==> src/rtl/dimm_cmd_decoder.sv <==
// Registered DDR4 CA decoder with per-bank open-row and tRCD/tRP/tRAS tracking.
// CA parity checking is compiled in only when DIMM_CA_PARITY_EN is defined.
module dimm_cmd_decoder #(
    parameter int unsigned ADDRWIDTH     = 17,
    parameter int unsigned RANKS         = 2,
    parameter int unsigned BANKGROUPS    = 4,
    parameter int unsigned BANKSPERGROUP = 4,
    parameter int unsigned COLS          = 1024,
    parameter int unsigned TRCD          = 4,
    parameter int unsigned TRP           = 4,
    parameter int unsigned TRAS          = 10,
    localparam int unsigned RankW        = (RANKS > 1) ? $clog2(RANKS) : 1,
    localparam int unsigned BgW          = (BANKGROUPS > 1) ? $clog2(BANKGROUPS) : 1,
    localparam int unsigned BaW          = (BANKSPERGROUP > 1) ? $clog2(BANKSPERGROUP) : 1,
    localparam int unsigned CADDRWIDTH   = $clog2(COLS),
    localparam int unsigned NumBanks     = RANKS * BANKGROUPS * BANKSPERGROUP
) (
    input  logic                  ck_t,
    input  logic                  reset_n,
    input  logic                  cke,
    input  logic [RANKS-1:0]      cs_n,
    input  logic                  act_n,
    input  logic [ADDRWIDTH-1:0]  A,
    input  logic [BgW-1:0]        bg,
    input  logic [BaW-1:0]        ba,
    input  logic                  parity,
    output logic                  cmd_valid,
    output logic [3:0]            cmd_code,
    output logic [RankW-1:0]      cmd_rank,
    output logic [BgW-1:0]        cmd_bg,
    output logic [BaW-1:0]        cmd_ba,
    output logic [ADDRWIDTH-1:0]  cmd_row,
    output logic [CADDRWIDTH-1:0] cmd_col,
    output logic [NumBanks-1:0]   bank_open,
    output logic                  err_valid,
    output logic [2:0]            err_code,
    output logic                  alert_n
);

    localparam int unsigned BankPerRank = BANKGROUPS * BANKSPERGROUP;
    localparam int unsigned TMax01      = (TRAS > TRP) ? TRAS : TRP;
    localparam int unsigned TMax        = (TMax01 > TRCD) ? TMax01 : TRCD;
    localparam int unsigned CntW        = $clog2(TMax + 1);

    typedef enum logic [3:0] {
        CmdNop  = 4'd0,
        CmdAct  = 4'd1,
        CmdRd   = 4'd2,
        CmdRda  = 4'd3,
        CmdWr   = 4'd4,
        CmdWra  = 4'd5,
        CmdPre  = 4'd6,
        CmdPrea = 4'd7,
        CmdRef  = 4'd8,
        CmdMrs  = 4'd9,
        CmdZqc  = 4'd10
    } cmd_e;

    typedef enum logic [2:0] {
        ErrNone      = 3'd0,
        ErrParity    = 3'd1,
        ErrMultiRank = 3'd2,
        ErrOpen      = 3'd3,
        ErrClosed    = 3'd4,
        ErrTrcd      = 3'd5,
        ErrTras      = 3'd6,
        ErrTrp       = 3'd7
    } err_e;

    // The counter is cleared on the accepting edge, so at edge N+k it reads k-1.
    function automatic logic too_soon(input logic [CntW-1:0] cnt, input int unsigned lim);
        return (32'(cnt) + 32'd1) < lim;
    endfunction

    logic [RANKS-1:0][BankPerRank-1:0]                open_q, open_d;
    logic [RANKS-1:0][BankPerRank-1:0][ADDRWIDTH-1:0] row_q, row_d;
    logic [RANKS-1:0][BankPerRank-1:0][CntW-1:0]      cnt_q, cnt_d;

    logic                  cmd_valid_q, cmd_valid_d;
    cmd_e                  cmd_code_q, cmd_code_d;
    logic [RankW-1:0]      cmd_rank_q, cmd_rank_d;
    logic [BgW-1:0]        cmd_bg_q, cmd_bg_d;
    logic [BaW-1:0]        cmd_ba_q, cmd_ba_d;
    logic [ADDRWIDTH-1:0]  cmd_row_q, cmd_row_d;
    logic [CADDRWIDTH-1:0] cmd_col_q, cmd_col_d;
    logic                  err_valid_q, err_valid_d;
    err_e                  err_code_q, err_code_d;
    logic                  alert_n_q, alert_n_d;

    logic [RANKS-1:0]           cs_low;
    logic                       sel_any;
    logic                       sel_multi;
    logic [RankW-1:0]           rank_sel;
    logic [BgW+BaW-1:0]         bank_sel;
    logic                       par_err;
    cmd_e                       dec_cmd;
    err_e                       err;
    logic                       prea_viol;

    assign cs_low    = ~cs_n;
    assign sel_any   = cke && (|cs_low);
    assign sel_multi = (cs_low & (cs_low - 1'b1)) != '0;
    assign bank_sel  = {bg, ba};

`ifdef DIMM_CA_PARITY_EN
    assign par_err = ^{act_n, A, bg, ba, parity};
`else
    logic unused_parity;
    assign unused_parity = parity;
    assign par_err       = 1'b0;
`endif

    always_comb begin
        rank_sel = '0;
        for (int unsigned r = 0; r < RANKS; r++) begin
            if (cs_low[r]) begin
                rank_sel = RankW'(r);
            end
        end
    end

    // A16/A15/A14 act as RAS_n/CAS_n/WE_n when act_n is high.
    always_comb begin
        dec_cmd = CmdNop;
        if (!act_n) begin
            dec_cmd = CmdAct;
        end else begin
            case (A[16:14])
                3'b000:  dec_cmd = CmdMrs;
                3'b001:  dec_cmd = CmdRef;
                3'b010:  dec_cmd = A[10] ? CmdPrea : CmdPre;
                3'b101:  dec_cmd = A[10] ? CmdRda : CmdRd;
                3'b100:  dec_cmd = A[10] ? CmdWra : CmdWr;
                3'b110:  dec_cmd = CmdZqc;
                default: dec_cmd = CmdNop;
            endcase
        end
    end

    always_comb begin
        open_d = open_q;
        row_d  = row_q;
        for (int unsigned r = 0; r < RANKS; r++) begin
            for (int unsigned b = 0; b < BankPerRank; b++) begin
                cnt_d[r][b] = (cnt_q[r][b] == '1) ? cnt_q[r][b] : cnt_q[r][b] + 1'b1;
            end
        end
        cmd_valid_d = 1'b0;
        cmd_code_d  = CmdNop;
        cmd_rank_d  = cmd_rank_q;
        cmd_bg_d    = cmd_bg_q;
        cmd_ba_d    = cmd_ba_q;
        cmd_row_d   = cmd_row_q;
        cmd_col_d   = cmd_col_q;
        err_valid_d = 1'b0;
        err_code_d  = ErrNone;
        alert_n_d   = 1'b1;
        err         = ErrNone;
        prea_viol   = 1'b0;

        if (sel_any) begin
            if (par_err) begin
                err = ErrParity;
            end else if (sel_multi) begin
                err = ErrMultiRank;
            end else begin
                unique case (dec_cmd)
                    CmdAct: begin
                        if (open_q[rank_sel][bank_sel]) begin
                            err = ErrOpen;
                        end else if (too_soon(cnt_q[rank_sel][bank_sel], TRP)) begin
                            err = ErrTrp;
                        end else begin
                            open_d[rank_sel][bank_sel] = 1'b1;
                            row_d[rank_sel][bank_sel]  = A;
                            cnt_d[rank_sel][bank_sel]  = '0;
                        end
                    end
                    CmdRd, CmdRda, CmdWr, CmdWra: begin
                        if (!open_q[rank_sel][bank_sel]) begin
                            err = ErrClosed;
                        end else if (too_soon(cnt_q[rank_sel][bank_sel], TRCD)) begin
                            err = ErrTrcd;
                        end else if (dec_cmd == CmdRda || dec_cmd == CmdWra) begin
                            open_d[rank_sel][bank_sel] = 1'b0;
                            cnt_d[rank_sel][bank_sel]  = '0;
                        end
                    end
                    CmdPre: begin
                        if (open_q[rank_sel][bank_sel]) begin
                            if (too_soon(cnt_q[rank_sel][bank_sel], TRAS)) begin
                                err = ErrTras;
                            end else begin
                                open_d[rank_sel][bank_sel] = 1'b0;
                                cnt_d[rank_sel][bank_sel]  = '0;
                            end
                        end
                    end
                    CmdPrea: begin
                        // All-or-nothing: one young bank blocks the whole rank.
                        for (int unsigned b = 0; b < BankPerRank; b++) begin
                            if (open_q[rank_sel][b] && too_soon(cnt_q[rank_sel][b], TRAS)) begin
                                prea_viol = 1'b1;
                            end
                        end
                        if (prea_viol) begin
                            err = ErrTras;
                        end else begin
                            for (int unsigned b = 0; b < BankPerRank; b++) begin
                                if (open_q[rank_sel][b]) begin
                                    open_d[rank_sel][b] = 1'b0;
                                    cnt_d[rank_sel][b]  = '0;
                                end
                            end
                        end
                    end
                    CmdRef: begin
                        if (|open_q[rank_sel]) begin
                            err = ErrTrp;
                        end
                    end
                    default: ;
                endcase
            end

            if (err != ErrNone) begin
                err_valid_d = 1'b1;
                err_code_d  = err;
                alert_n_d   = (err != ErrParity);
            end else begin
                cmd_valid_d = 1'b1;
                cmd_code_d  = dec_cmd;
                cmd_rank_d  = rank_sel;
                cmd_bg_d    = bg;
                cmd_ba_d    = ba;
                if (dec_cmd == CmdAct) begin
                    cmd_row_d = A;
                end
                if (dec_cmd == CmdRd || dec_cmd == CmdRda ||
                    dec_cmd == CmdWr || dec_cmd == CmdWra) begin
                    cmd_row_d = row_q[rank_sel][bank_sel];
                    cmd_col_d = A[CADDRWIDTH-1:0];
                end
            end
        end
    end

    always_ff @(posedge ck_t) begin
        if (!reset_n) begin
            open_q      <= '0;
            row_q       <= '0;
            cnt_q       <= '1;
            cmd_valid_q <= 1'b0;
            cmd_code_q  <= CmdNop;
            cmd_rank_q  <= '0;
            cmd_bg_q    <= '0;
            cmd_ba_q    <= '0;
            cmd_row_q   <= '0;
            cmd_col_q   <= '0;
            err_valid_q <= 1'b0;
            err_code_q  <= ErrNone;
            alert_n_q   <= 1'b1;
        end else begin
            open_q      <= open_d;
            row_q       <= row_d;
            cnt_q       <= cnt_d;
            cmd_valid_q <= cmd_valid_d;
            cmd_code_q  <= cmd_code_d;
            cmd_rank_q  <= cmd_rank_d;
            cmd_bg_q    <= cmd_bg_d;
            cmd_ba_q    <= cmd_ba_d;
            cmd_row_q   <= cmd_row_d;
            cmd_col_q   <= cmd_col_d;
            err_valid_q <= err_valid_d;
            err_code_q  <= err_code_d;
            alert_n_q   <= alert_n_d;
        end
    end

    assign cmd_valid = cmd_valid_q;
    assign cmd_code  = cmd_code_q;
    assign cmd_rank  = cmd_rank_q;
    assign cmd_bg    = cmd_bg_q;
    assign cmd_ba    = cmd_ba_q;
    assign cmd_row   = cmd_row_q;
    assign cmd_col   = cmd_col_q;
    assign bank_open = open_q;
    assign err_valid = err_valid_q;
    assign err_code  = err_code_q;
    assign alert_n   = alert_n_q;

endmodule

==> config.mk <==
export PLATFORM = sky130hd
export DESIGN_NAME = dimm_cmd_decoder
export DESIGN_NICKNAME = d
export VERILOG_FILES = /design/src/rtl/dimm_cmd_decoder.sv
export SDC_FILE = /design/constraint.sdc
export NUM_CORES = 2
export LEC_CHECK = 0
export BUFFER_PORTS_ARGS = -buffer_cell sky130_fd_sc_hd__buf_4
export CAP_MARGIN = 20
export CELL_PAD_IN_SITES_DETAIL_PLACEMENT = 1
export CELL_PAD_IN_SITES_GLOBAL_PLACEMENT = 1
export CORE_MARGIN = 2
export CORE_UTILIZATION = 40
export DETAILED_ROUTE_END_ITERATION = 10
export PLACE_DENSITY_LB_ADDON = 0.25
export SLEW_MARGIN = 15
export SYNTH_ARGS = -nofsm -noshare
export SYNTH_HDL_FRONTEND = slang
export SYNTH_SLANG_ARGS = --single-unit
==> constraint.sdc <==
create_clock -name ck_t -period 12.4 [get_ports ck_t]
set_input_delay 1.86 -clock ck_t [delete_from_list [all_inputs] [get_ports ck_t]]
set_output_delay 1.86 -clock ck_t [all_outputs]
set_load 0.05 [all_outputs]
Word-level counts from Yosys, hierarchy flattened
Cells that the tools add are included.
- output and inout port bits: 74
- input port bits: 28
- register bits after elaboration: 746
- $add $sub $neg: 50
- bitwise logic cells: 77
- reduce and logical (&&, ||, !) cells: 39
- eq/ne operators: 54
- muxes and demuxes: 333
- magnitude comparators: 22
- operators with widths (kind ; count):
    two-way mux 128 bit ; 86
    two-way mux 32 bit ; 85
    bitwise AND 128 bit ; 17
    inverter 128 bit ; 17
    demux 64 bit (select 1 bit) ; 17
    two-way mux 272 bit ; 3
    bitwise AND 32 bit ; 17
    bitwise mux 544 bit ; 1
    inverter 32 bit ; 17
    one-hot mux 128 bit (4 select lines) ; 1
    demux 16 bit (select 1 bit) ; 17
    demux 272 bit (select 1 bit) ; 1
    two-way mux 64 bit ; 4
    two-way mux 4 bit ; 37
    equality test 4 bit (second input constant) ; 33
    adder 4 x 1 -> 4 bit (second input constant) ; 32
    one-hot mux 32 bit (4 select lines) ; 1
    adder 4 x 1 -> 5 bit (second input constant) ; 17
    less-than comparator 5 x 4 -> 1 bit (second input constant) ; 17
    two-way mux 16 bit ; 5
    binary-select mux 17 bit (select 4 bit) ; 1
    demux 17 bit (select 4 bit) ; 1
    two-way mux 17 bit ; 4
    two-way mux 60 bit ; 1
    other kinds (61) ; 143

Depth between registers and ports, before layout
- word-level depth: 120
- mapped depth: 26
- depth with buffers taken out: 11

Worst setup path after synthesis
Ideal clock, no wire load.
- path type: input -> register
- from: input cs_n[1]
- to: register cnt_q[65] (netlist name)
- data arrival time: 7143 ps
- path slack: 5118 ps
- stages on the path: 25
- path buffers: 14
- required time: 12261 ps
- setup time: 139 ps
- path through: buf_6 -> buf_6 -> buf_6 -> buf_8 -> buf_8 -> buf_2 -> buf_2 -> buf_2 -> buf_2 -> buf_2 -> buf_2 -> buf_4 -> buf_2 -> buf_2 -> mux2_2 -> ha_1 -> nand2b_1 -> a41oi_1 -> a21oi_1 -> o21ai_0 -> a2111o_1 -> o31ai_4 -> nand4_4 -> or4_4 -> a21boi_0
- word-level cells in the longest chain between the ends: 103
- ends and longest elaborated chain (what ; RTL line ; source):
    start, declared ; 21 ; input logic [RANKS-1:0] cs_n,
    inverter 2 bit * ; 100 ; assign cs_low = ~cs_n;
    two-way mux 1 bit ; 116 ; if (cs_low[r]) begin
    less-than comparator 1 x 2 -> 1 bit (not written as such) or >= comparator 1 bit (tied branches) ; -- ;
    logical AND 1 bit (not written as such) ; -- ;
    two-way mux 4 bit (not written as such) ; 212 ; cnt_d[rank_sel][b] = '0;
    demux 64 bit (select 1 bit) ; 212 ;
    inverter 128 bit (no source line) ; -- ;
    bitwise AND 128 bit (no source line) ; -- ;
    [87 not listed] ; -- ;
    two-way mux 128 bit ; 164 ; end else if (sel_multi) begin
    two-way mux 128 bit ; 161 ; if (sel_any) begin
    bitwise AND 128 bit (no source line) ; -- ;
    two-way mux 128 bit ; 210 ; if (open_q[rank_sel][b]) begin
    two-way mux 128 bit ; 206 ; if (prea_viol) begin
    one-hot mux 128 bit (4 select lines) ; 167 ; unique case (dec_cmd)
    two-way mux 128 bit ; 164 ;
    two-way mux 128 bit * ; 161 ;
    end signal, assigned ; 266 ; cnt_q <= cnt_d;
    end, declared ; 77 ; logic [RANKS-1:0][BankPerRank-1:0][CntW-1:0] cnt_q, cnt_d;
Every way passes the cells marked *; elsewhere a longest branch is shown, timed or not. The select of a mux whose other input is x is not followed.
A chain may end at the register's enable or synchronous reset.

Worst setup path in the final report
- from: input cs_n[1]
- to: register cnt_q[92] (netlist name)
- word-level cells in the longest chain between the ends: 100
- ends and longest elaborated chain (what ; RTL line):
    inverter 2 bit * ; 100
    two-way mux 1 bit ; 116
    demux 64 bit (select 1 bit) ; 212
    inverter 128 bit (no source line) ; --
    bitwise AND 128 bit (no source line) ; --
    two-way mux 128 bit ; 210
    two-way mux 128 bit ; 206
    two-way mux 128 bit ; 167
    [84 not listed] ; --
    two-way mux 128 bit ; 164
    two-way mux 128 bit ; 161
    bitwise AND 128 bit (no source line) ; --
    two-way mux 128 bit ; 210
    two-way mux 128 bit ; 206
    one-hot mux 128 bit (4 select lines) ; 167
    two-way mux 128 bit ; 164
    two-way mux 128 bit * ; 161
Marked as above.

==> flow_summary.html <==
<table>
<tr><th>Metric</th><th>Value</th></tr>
<tr><th colspan="2">Floorplan</th></tr>
<tr><td>Core region area</td><td>96420 sq um</td></tr>
<tr><td>Rows</td><td>114</td></tr>
<tr><td>Vertical die dimension</td><td>approximately 320 microns</td></tr>
<tr><td>Initial cell density of the core</td><td>roughly 40%</td></tr>
<tr><td>Die width</td><td>315.6 microns</td></tr>
<tr><td>Number of placed I/O pins</td><td>just over 100</td></tr>
<tr><td>Die Area</td><td>about 100000 sq um</td></tr>
<tr><th colspan="2">Cells and area</th></tr>
<tr><td>Leading cell types in the layout, fill and taps excluded</td><td>746 x dfxtp_1, 672 x mux2i_1, 539 x nor2b_1, 163 x mux4_2, 156 x a21oi_1</td></tr>
<tr><td>Leading cell type in the layout, fill and taps excluded</td><td>dfxtp_1</td></tr>
<tr><td>Area Overhead vs Synth</td><td>10.51%</td></tr>
<tr><td>Finished Layout Cells</td><td>5011</td></tr>
<tr><td>Final Net Count</td><td>about 3700</td></tr>
<tr><td>Share of layout cells above drive strength 1</td><td>between 15 and 20%</td></tr>
<tr><th colspan="2">Clock network</th></tr>
<tr><td>TritonCTS Buffers</td><td>85</td></tr>
<tr><td># resized after CTS</td><td>0</td></tr>
<tr><td>Clock network latency to the later pin of the worst-skew pair</td><td>0.66 ns</td></tr>
<tr><td># H-tree levels</td><td>3</td></tr>
<tr><td>Post-cts hold buffer count</td><td>0</td></tr>
<tr><td>TritonCTS sink count</td><td>746</td></tr>
<tr><td>TritonCTS clock tree</td><td>yes</td></tr>
<tr><td>Root buffer selected by CTS</td><td>clkbuf_16</td></tr>
<tr><td>Clock-pin slew on the worst setup and hold paths</td><td>roughly 0.060 ns</td></tr>
<tr><td>Number of setup buffers added after CTS</td><td>0</td></tr>
<tr><td>Buffer levels on the longest clock path</td><td>3</td></tr>
<tr><th colspan="2">Detailed routing</th></tr>
<tr><td>Wire length reported by the detailed router</td><td>approximately 120 mm</td></tr>
<tr><td>Post-route DRC violation count</td><td>0</td></tr>
<tr><td>Iteration count of the initial detailed-routing pass</td><td>6</td></tr>
<tr><td>Vias after detailed routing</td><td>between 20000 and 30000</td></tr>
<tr><td>Average routed wire per standard cell</td><td>between 20 and 25 microns</td></tr>
<tr><td>Via-to-Cell Ratio</td><td>5.751</td></tr>
<tr><td>Drt initial violations</td><td>roughly 1900</td></tr>
<tr><td>Routed Antenna Nets</td><td>0</td></tr>
<tr><th colspan="2">STA</th></tr>
<tr><td>Minimum period implied by the final worst setup slack</td><td>roughly 7.2 ns</td></tr>
<tr><td>Setup repair after global routing missed its margin</td><td>no</td></tr>
<tr><td>Setup violation total in the final timing report</td><td>0</td></tr>
<tr><td>Post-route setup TNS</td><td>0 ns</td></tr>
<tr><td>Highest achievable clock rate</td><td>139.8 MHz</td></tr>
<tr><td>Final Hold Viols</td><td>0</td></tr>
<tr><td>Tcrit/Tclk final</td><td>between 50% and 60%</td></tr>
<tr><td>Final worst hold slack</td><td>about 0.46 ns</td></tr>
<tr><td>Worst rel slew slack</td><td>between 20% and 30%</td></tr>
<tr><td>Min setup slack post-route</td><td>~5.2 ns</td></tr>
<tr><td>Transition time at the pin with the least slew margin</td><td>between 1 and 1.5 ns</td></tr>
<tr><td>Count of final max-slew check failures</td><td>0</td></tr>
<tr><td>Final worst clock skew</td><td>about 0.031 ns</td></tr>
<tr><th colspan="2">Power and ir drop</th></tr>
<tr><td>Net switching power figure</td><td>approximately 2.2 mW</td></tr>
<tr><td>Clock network power share</td><td>between 30% and 40%</td></tr>
<tr><td>Areal power density over the cells</td><td>166.8 nW/um^2</td></tr>
<tr><td>Final Total Pwr</td><td>just over 7 mW</td></tr>
<tr><td>Static leakage</td><td>about 19 nW</td></tr>
<tr><td>Portion of total power attributed to combinational logic</td><td>24.0%</td></tr>
<tr><td>Flop pwr share</td><td>between 30% and 40%</td></tr>
<tr><td>Maximum VDD drop</td><td>0.1016 mV</td></tr>
<tr><td>Cell internal power dissipation</td><td>4.926 mW</td></tr>
<tr><td>Fraction of power spent switching nets</td><td>between 30% and 40%</td></tr>
<tr><th colspan="2">Synth</th></tr>
<tr><td>Post-synthesis area per instance</td><td>between 10 and 15 sq um</td></tr>
<tr><td>Syn. warnings</td><td>0</td></tr>
<tr><td>Yosys top cell by area</td><td>dfxtp_1</td></tr>
<tr><td>Cell area after synthesis</td><td>approximately 39000 sq um</td></tr>
<tr><td>Predominant post-synthesis flop cell</td><td>dfxtp_1</td></tr>
<tr><td>Number of distinct library cells after synthesis</td><td>94</td></tr>
<tr><td>Instance count of the mapped netlist</td><td>3775</td></tr>
<tr><td>Net count of the mapped netlist</td><td>between 3000 and 4000</td></tr>
<tr><td>Area share of the largest cell type after synthesis</td><td>38.45%</td></tr>
<tr><td>Register area share after synthesis</td><td>about two fifths</td></tr>
<tr><td>Share of async-settable or async-resettable flops after synthesis</td><td>0%</td></tr>
<tr><td>Count of flip-flops with a built-in enable after synthesis</td><td>0</td></tr>
<tr><td>Number of synthesized register bits</td><td>746</td></tr>
<tr><td>Dominant cells by area after synthesis</td><td>dfxtp_1 38%, mux2i_1 17%, mux4_2 9.5%, nor2b_1 8.7%, clkbuf_1 2.2%</td></tr>
<tr><th colspan="2">Placement</th></tr>
<tr><td>Post-detailed-placement half-perimeter wirelength</td><td>74.62 mm</td></tr>
<tr><td>Worst slack after detailed placement</td><td>4.688 ns</td></tr>
<tr><td>GP Congestion</td><td>roughly 0.84</td></tr>
<tr><td>Cell count after placement</td><td>approximately 4900</td></tr>
<tr><td>Number of I/O port buffers</td><td>100</td></tr>
<tr><th colspan="2">Global route</th></tr>
<tr><td>Number of global-route vias before repair</td><td>29320</td></tr>
<tr><td>Maximum number of pins on one net before global-route repair</td><td>between 200 and 250</td></tr>
<tr><td>GRT Total Usage</td><td>between 20% and 30%</td></tr>
<tr><td>Antenna violations before repair</td><td>1</td></tr>
<tr><td>Remaining global-route overflow</td><td>0</td></tr>
<tr><td>Wire length of the first global-routing pass</td><td>approximately 180 mm</td></tr>
<tr><th colspan="2">Worst hold path</th></tr>
<tr><td>Worst hold path startpoint</td><td>cmd_bg[1]</td></tr>
<tr><td>Hold WC Path Type</td><td>flop to flop</td></tr>
<tr><th colspan="2">Setup path</th></tr>
<tr><td>Largest fanout on the critical path</td><td>116</td></tr>
<tr><td>Worst setup path startpoint</td><td>cs_n[1]</td></tr>
<tr><td>Type of origin of the critical path</td><td>primary input</td></tr>
<tr><td>Launch instance of the worst register-to-register path</td><td>bank_open[9]</td></tr>
<tr><td>CP required</td><td>~13 ns</td></tr>
<tr><td>Crit path kind</td><td>primary input to flop</td></tr>
<tr><td>Nature of the critical path endpoint</td><td>flop</td></tr>
<tr><td>Endpoint arrival time on the critical path</td><td>7.62 ns</td></tr>
<tr><th colspan="2">Run</th></tr>
<tr><td>Max cap viols</td><td>0</td></tr>
<tr><th colspan="2">Outcome</th></tr>
<tr><td>Outcome</td><td>finished, final reports clean</td></tr>
</table>
cells in the mapped netlist (7+ instances only):
cell,count
dfxtp_1,746
mux2i_1,672
nor2b_1,540
clkbuf_1,225
mux4_2,163
a21oi_1,156
o21ai_0,146
nand3_1,130
nor2_1,105
nand2_1,95
mux2_2,71
o22ai_1,60
buf_4,57
ha_1,49
buf_2,48
nor3_1,44
nand3b_1,42
inv_1,38
xnor2_1,37
o221a_2,27
nand2b_1,23
or4_1,22
a21boi_0,21
nand4_1,17
and3_1,15
and2_1,14
o221ai_1,13
buf_1,12
nor4_1,12
a21boi_1,11
buf_6,9
a22oi_1,7
a31oi_1,7
o21bai_1,7
registers in the layout (all words and copies together) (netlist names):
name / cells
cmd_row: 17
row_q: 544
bank_open: 32
cmd_ba: 2
err_code: 3
cnt_q: 128
cmd_col: 10
cmd_rank: 1
cmd_code: 4
err_valid: 1
cmd_bg: 2
alert_n: 1
cmd_valid: 1
kinds of logic (layout without fill, tap and decap cells):
logic type / count (synthesis) / count (layout) / synth area share [%]
and+or+nand+nor: 1097 / 1097 / 16.29
muxes: 906 / 906 / 28.82
DFF: 746 / 746 / 38.45
AOI/OAI and AO/OA: 546 / 546 / 9.270
buffers and inverters: 392 / 351 / 4.725
adders and majority gates: 49 / 49 / 1.578
xor gates and xnor gates: 38 / 38 / 0.8568
other: 1 / 2 / 0.009654
power by group through the flow:
stage	Clock (mW)	Combinational, mW	Sequential, mW
5_1_grt	2.76	1.91	2.89
4_1_cts	2.66	1.72	2.85
6_report	2.59	1.72	2.85
2_1_floorplan	0	1.35	2.83
3_5_place_dp	0	1.71	2.90
3_3_place_gp	0	1.67	2.89
layer usage:
layer	global-route usage, %	wire (microns)	share of wire [%]
met4	7.594	3526	2.9
met5	0	0	0
met3	3.424	4919	4.1
met2	40.11	57180	47
met1	31.86	54770	45
cell type report:
cell class	count	area, sq um
repair buffers	159	1264
inverters	39	146.4
flip-flops and latches	746	14930
fillers	10560	53500
well taps	1276	1597
multi-input cells	2637	22110
clock inverters	29	347.8
clock buffers	124	2527
diodes	1	2.502
critical path, stage by stage:
cell and delay [ns]:
buf_8 0.58, buf_4 0.80, mux4_2 0.64, mux4_2 0.59, mux2_2 0.32, ha_1 0.28
nand4_1 0.20, o21ai_4 0.12, o2bb2ai_1 0.38, nand3_1 0.57, nor4_1 1.09, a21oi_1 0.07
through the flow:
step | utilization, % | instance area [sq um]
6_report | 44.52 | 42930
5_1_grt | 44.52 | 42920
4_1_cts | 44.50 | 42910
3_5_place_dp | 41.52 | 40030
3_3_place_gp | 41.52 | 40030
2_1_floorplan | - | 38840
path summary, 6_finish.rpt:
| path | slack, ns | cells after the start | end |
|---|---|---|---|
| worst max register to register | 7.34 | 9 | cnt_q[24] |
| worst min-delay path | 0.46 | 2 | cmd_bg[1] |
| worst min register to register | 0.46 | 2 | cmd_bg[1] |
| worst max-delay path | 5.25 | 12 | cnt_q[92] |
Power figures use the tool's default switching activity.
